File: config.mk
export PLATFORM = sky130hd
export DESIGN_NAME = mem_lsu
export DESIGN_NICKNAME = d
export VERILOG_FILES = /design/src/rtl/mem_lsu_pkg.sv /design/src/rtl/mem_lsu_lane.sv /design/src/rtl/mem_lsu.sv
export SDC_FILE = /design/constraint.sdc
export NUM_CORES = 1
export LEC_CHECK = 0
export ABC_AREA = 1
export ABC_CLOCK_PERIOD_IN_PS = 3800
export CORE_AREA = 4 4 147 149
export CTS_CLUSTER_DIAMETER = 40
export CTS_CLUSTER_SIZE = 12
export DETAILED_ROUTE_END_ITERATION = 10
export DIE_AREA = 0 0 151 153
export MAX_ROUTING_LAYER = met4
export PLACE_DENSITY = 0.65
export SYNTH_ARGS = -nofsm -noshare
export SYNTH_HDL_FRONTEND = slang
export SYNTH_SLANG_ARGS = --single-unit
File: constraint.sdc
create_clock -name clk -period 3.8 [get_ports clk]
set_input_delay 0.76 -clock clk [delete_from_list [all_inputs] [get_ports clk]]
set_output_delay 0.76 -clock clk [all_outputs]
set_load 0.005 [all_outputs]
File: src/rtl/mem_lsu_pkg.sv
// Shared encodings and helpers for the memory-access stage.
package mem_lsu_pkg;

  localparam int unsigned REG_ADDR_W = 5;
  localparam int unsigned REG_DATA_W = 32;
  localparam logic [REG_DATA_W-1:0] ZERO_WORD = 32'h0000_0000;
  localparam logic ENABLE  = 1'b1;
  localparam logic DISABLE = 1'b0;

  localparam logic [3:0] MEMOP_NONE = 4'd0;
  localparam logic [3:0] MEMOP_LB   = 4'd1;
  localparam logic [3:0] MEMOP_LBU  = 4'd2;
  localparam logic [3:0] MEMOP_LH   = 4'd3;
  localparam logic [3:0] MEMOP_LHU  = 4'd4;
  localparam logic [3:0] MEMOP_LW   = 4'd5;
  localparam logic [3:0] MEMOP_SB   = 4'd6;
  localparam logic [3:0] MEMOP_SH   = 4'd7;
  localparam logic [3:0] MEMOP_SW   = 4'd8;

  typedef enum logic [1:0] {
    ST_IDLE   = 2'd0,
    ST_REQ    = 2'd1,
    ST_WAIT_R = 2'd2,
    ST_DONE   = 2'd3
  } state_e;

  function automatic logic is_load(input logic [3:0] op);
    return (op >= MEMOP_LB) && (op <= MEMOP_LW);
  endfunction

  function automatic logic is_store(input logic [3:0] op);
    return (op >= MEMOP_SB) && (op <= MEMOP_SW);
  endfunction

  // Halfword needs an even address, word needs a word-aligned address.
  function automatic logic is_misaligned(input logic [3:0] op, input logic [1:0] off);
    case (op)
      MEMOP_LH, MEMOP_LHU, MEMOP_SH: return off[0];
      MEMOP_LW, MEMOP_SW:            return off != 2'b00;
      default:                       return 1'b0;
    endcase
  endfunction

endpackage

File: src/rtl/mem_lsu_lane.sv
// Big-endian byte-lane steering: byte enables, store replication, load extension.
module mem_lsu_lane
  import mem_lsu_pkg::*;
(
  input  logic [3:0]  memop,
  input  logic [1:0]  offset,
  input  logic [31:0] sdata,
  input  logic [31:0] rdata,
  output logic [3:0]  sel_c,
  output logic [31:0] wdata_c,
  output logic [31:0] ldata_c
);

  logic [7:0]  lane_byte;
  logic [15:0] lane_half;

  // Offset 0 is the most significant byte on this big-endian bus.
  assign lane_byte = rdata[{~offset, 3'b000} +: 8];
  assign lane_half = offset[1] ? rdata[15:0] : rdata[31:16];

  // Lane selection and data formatting per access size.
  always_comb begin
    sel_c   = 4'b0000;
    wdata_c = sdata;
    ldata_c = rdata;
    case (memop)
      MEMOP_LB, MEMOP_LBU, MEMOP_SB: begin
        sel_c   = 4'b1000 >> offset;
        wdata_c = {4{sdata[7:0]}};
        ldata_c = (memop == MEMOP_LB) ? {{24{lane_byte[7]}}, lane_byte}
                                      : {24'h000000, lane_byte};
      end
      MEMOP_LH, MEMOP_LHU, MEMOP_SH: begin
        sel_c   = offset[1] ? 4'b0011 : 4'b1100;
        wdata_c = {2{sdata[15:0]}};
        ldata_c = (memop == MEMOP_LH) ? {{16{lane_half[15]}}, lane_half}
                                      : {16'h0000, lane_half};
      end
      MEMOP_LW, MEMOP_SW: begin
        sel_c = 4'b1111;
      end
      default: ;
    endcase
  end

endmodule

File: src/rtl/mem_lsu.sv
// MIPS memory-access stage: pass-through for ALU ops, handshaked bus access for loads/stores.
module mem_lsu
  import mem_lsu_pkg::*;
#(
  parameter int unsigned DW = 32,
  parameter int unsigned AW = 32
) (
  input  logic          clk,
  input  logic          rst,
  input  logic          ex_we,
  input  logic [4:0]    ex_waddr,
  input  logic [DW-1:0] ex_result,
  input  logic [DW-1:0] ex_hi,
  input  logic [DW-1:0] ex_lo,
  input  logic          ex_whilo,
  input  logic [3:0]    ex_memop,
  input  logic [AW-1:0] ex_maddr,
  input  logic [DW-1:0] ex_sdata,
  output logic          mem_we,
  output logic [4:0]    mem_waddr,
  output logic [DW-1:0] mem_result,
  output logic [DW-1:0] mem_hi,
  output logic [DW-1:0] mem_lo,
  output logic          mem_whilo,
  output logic          mem_excp_align,
  output logic          stall_req,
  output logic          dbus_req,
  output logic          dbus_we,
  output logic [3:0]    dbus_sel,
  output logic [AW-1:0] dbus_addr,
  output logic [DW-1:0] dbus_wdata,
  input  logic          dbus_gnt,
  input  logic          dbus_rvalid,
  input  logic [DW-1:0] dbus_rdata
);

  state_e        state, state_nxt;
  logic [DW-1:0] rdata_q;
  logic [3:0]    lane_sel;
  logic [DW-1:0] lane_wdata;
  logic [DW-1:0] lane_ldata;
  logic          op_load, op_store, op_misal;

  assign op_load  = is_load(ex_memop);
  assign op_store = is_store(ex_memop);
  assign op_misal = is_misaligned(ex_memop, ex_maddr[1:0]);

  mem_lsu_lane u_lane (
    .memop   (ex_memop),
    .offset  (ex_maddr[1:0]),
    .sdata   (ex_sdata),
    .rdata   (rdata_q),
    .sel_c   (lane_sel),
    .wdata_c (lane_wdata),
    .ldata_c (lane_ldata)
  );

  // Access state and captured read data; reset abandons any outstanding access.
  always_ff @(posedge clk or posedge rst) begin
    if (rst) begin
      state   <= ST_IDLE;
      rdata_q <= ZERO_WORD;
    end else begin
      state <= state_nxt;
      if (state == ST_WAIT_R && dbus_rvalid) begin
        rdata_q <= dbus_rdata;
      end
    end
  end

  // Next state and stage outputs; everything is held at zero while in reset.
  always_comb begin
    state_nxt      = state;
    mem_we         = DISABLE;
    mem_waddr      = '0;
    mem_result     = ZERO_WORD;
    mem_hi         = ZERO_WORD;
    mem_lo         = ZERO_WORD;
    mem_whilo      = DISABLE;
    mem_excp_align = DISABLE;
    stall_req      = DISABLE;
    dbus_req       = DISABLE;
    dbus_we        = DISABLE;
    dbus_sel       = 4'b0000;
    dbus_addr      = '0;
    dbus_wdata     = ZERO_WORD;
    if (!rst) begin
      mem_waddr  = ex_waddr;
      mem_hi     = ex_hi;
      mem_lo     = ex_lo;
      mem_result = ex_result;
      dbus_we    = op_store;
      dbus_sel   = lane_sel;
      dbus_addr  = {ex_maddr[AW-1:2], 2'b00};
      dbus_wdata = lane_wdata;
      case (state)
        ST_IDLE, ST_REQ: begin
          if (!(op_load || op_store)) begin
            mem_we    = ex_we;
            mem_whilo = ex_whilo;
            state_nxt = ST_IDLE;
          end else if (op_misal) begin
            mem_excp_align = ENABLE;
            state_nxt      = ST_IDLE;
          end else begin
            dbus_req  = ENABLE;
            stall_req = ENABLE;
            if (dbus_gnt) begin
              state_nxt = op_store ? ST_DONE : ST_WAIT_R;
            end else begin
              state_nxt = ST_REQ;
            end
          end
        end
        ST_WAIT_R: begin
          stall_req = ENABLE;
          if (dbus_rvalid) begin
            state_nxt = ST_DONE;
          end
        end
        ST_DONE: begin
          mem_we    = ex_we;
          mem_whilo = ex_whilo;
          if (op_load) begin
            mem_result = lane_ldata;
          end
          state_nxt = ST_IDLE;
        end
        default: state_nxt = ST_IDLE;
      endcase
    end
  end

endmodule
==> results.txt <==
Status -> finished clean
Area Overhead vs Synth -> 101%
Placer congestion estimate -> 0.893
Clk sink count -> 34
Total core area -> 20200 sq um
Die span in x -> 151 microns
Slew HR -> 21.0%
RSZ-0062 raised after global routing -> no
Data required time at the worst endpoint -> 3040 ps
Sw frac -> 39.7%
Final setup violation count -> 0
Leakage -> 4.10 nW
Num CTS Buffers -> 5
Fillers -> 2146
Main area contributors after synthesis -> dfrtp_1 (20%), nor2_1 (16%), inv_1 (14%)
Yosys cell types -> 36
Hold Fails Final Rpt -> 0
Post-Syn Area -> 4250 sq um
Die Y-Extent -> 153 microns
Worst skew pair latency -> 280 ps
Layout cell share with drive strength beyond 1 -> 6.95%
Max frequency -> 297 MHz
Initial Util -> 21.1%
Synth Warn # -> 0
Async set or reset register ratio after synthesis -> 100%
Final worst-path cycle share -> 88.6%
Clock Pin Slew Worst Setup and Hold Paths -> 60 ps
IO buf count -> 379
Post-synth top area cell -> dfrtp_1
Most used flip-flop cell after synthesis -> dfrtp_1
CTS Buffer Depth -> 2
Hold Slack -> 512 ps
First-iteration detailed-routing DRC count -> 362
Drc violations -> 0
Max-cap viol count -> 0
Internal reg-to-reg setup slack -> 1440 ps
WL final -> 23.6 mm
Hold_buf cts -> 0
Pint -> 1.51 mW
Critical path startpoint category -> input pin
Flops & latches, synth -> 34
Crit path max fanout -> 18
Cell Pwr Density -> 293 nW/um^2
First-pass GRT wire length -> 34.3 mm
Slew Viols, Final -> 0
Cell Count, Final, Fillers Out -> 1408
Largest net degree at the start of global routing -> 77
Vias in the first global route -> 5844
Placed Cells incl. Taps -> 1397
Nets -> 1342
Sequential fraction of the synthesis area -> 20.0%
Antenna violations before repair -> 2
H-tree level count -> 2
DR WL/cell -> 16.8 microns
CTS tree -> built
Clock Skews -> 5.93 ps
Crit. End Element -> output pin
P_sw -> 0.993 mW
Least-Margin Pin Slew -> 1180 ps
Worst Path Arrival -> 2610 ps
Crit Path Class -> input pin to output pin
Most frequent cell after synthesis -> nor2_1
Worst vdd ir -> 0.248 mV
Via density -> 4.25
Syn Inst Count -> 770
# Post-CTS Setup Buffers -> 0
Antenna-violating nets left -> 0
EDFF count, synth -> 0
Io pins -> 382
Area share of the largest cell type after synthesis -> 20.0%
Total grt overflow -> 0
Root buffer cell -> clkbuf_16
Drt first pass iters -> 4
Placement Rows -> 52
Mean Syn Cell Area -> 5.52 sq um
Commonest cells post-synth -> nor2_1 (182), inv_1 (160), nand2_1 (111)
Final Critical Period -> 3370 ps
Sequential power share -> 28.3%
Final core occ -> 42.4%
DR vias -> 5987
Die Area -> 23100 sq um
Combinational share of power -> 54.9%
Overall routing resource usage -> 19.4%
Final HPWL DP -> 19.3 mm
Clock power frac -> 16.7%
Min-delay worst type -> flop to flop
==> layer usage <==
metal	up-vias	global-route usage (%)	wire length, microns
met2	249	34.8	11700
li1	3056	-	-
met1	2652	22.6	9780
met4	0	2.89	357
met3	30	4.15	1790
met5	-	-	0
==> registers in the layout, summed over array words and instances, names as in the netlist <==
name,cells
state,2
rdata_q,32
==> power by group through the flow <==
stage | registers (mW) | logic, mW | clock network, mW
after detailed placement | 0.707 | 1.36 | 0
after global routing | 0.726 | 1.51 | 0.441
after CTS | 0.702 | 1.37 | 0.428
final | 0.709 | 1.37 | 0.419
after global placement | 0.704 | 1.36 | 0
after floorplan | 0.627 | 0.707 | 0
==> repair_timing <==
item	4_1_cts	5_1_grt
gates resized for setup	1	12
setup endpoints to repair	1	42
gates cloned	0	1
==> final timing paths <==
| path | endpoint | cells past startpoint | from |
|---|---|---|---|
| max in group asynchronous | rdata_q[2] | 4 | rst |
| min in group asynchronous | state[0] | 3 | rst |
| worst max register to register | rdata_q[22] | 7 | state[1] |
| worst min register to register | state[0] | 2 | state[0] |
| worst min-delay path | state[0] | 2 | state[0] |
| worst max-delay path | dbus_sel[0] | 10 | ex_memop[1] |
==> placed cells by master (no fill, tap or decap), drive strengths merged, types with 2 or more instances in the layout <==
master | synthesis | final
a21oi | 64 | 64
buf | 25 | 22
clkbuf | 19 | 6
clkdlybuf4s50 | 0 | 372
clkinv | 1 | 2
conb | 1 | 2
dfrtp | 34 | 34
diode | 0 | 2
dlymetal6s2s | 0 | 6
inv | 167 | 167
mux2 | 16 | 16
nand2 | 122 | 123
nand3 | 55 | 55
nor2 | 188 | 188
nor3 | 2 | 2
o211ai | 4 | 4
o21a | 8 | 8
o21ai | 52 | 52
or2 | 9 | 9
==> final cells by class <==
type	instances	area, sq um	area share, %
inverters	168	636	7.44
well taps	270	338	3.95
clock inverters	2	12.5	0.146
repair buffers	400	4010	47.0
clock buffers	6	139	1.63
diodes	2	5.00	0.0586
multi-input cells	526	2550	29.8
flip-flops and latches	34	851	9.96
==> cells by family after synthesis <==
group	Yosys count	synth area share, %
buffers and inverters	212	20.9
multiplexers	16	4.24
other	1	0.0882
AO/OA/AOI/OAI	130	16.4
AND/OR/NAND/NOR	377	38.4
flip-flops	34	20.0
==> worst max-delay path, stage by stage <==
cell,delay [ps]
dlymetal6s2s_1,190
nand2_2,130
clkinv_1,120
nor2_4,120
nand2_4,100
buf_4,220
o211ai_1,220
nand2_1,110
inv_1,70
clkdlybuf4s50_1,550
==> stage by stage <==
step / total power [mW] / setup TNS, ps / cell area, sq um / setup WS [ps]
6_report: 2.50 / 0 / 8540 / 432
3_3_place_gp: 2.07 / -31.3 / 8340 / -31.3
3_5_place_dp: 2.07 / -38.7 / 8340 / -38.7
2_1_floorplan: 1.33 / 0 / 4260 / 295
4_1_cts: 2.50 / 0 / 8490 / 49.6
5_1_grt: 2.68 / 0 / 8540 / 280
(Power assumes the default switching activity.)
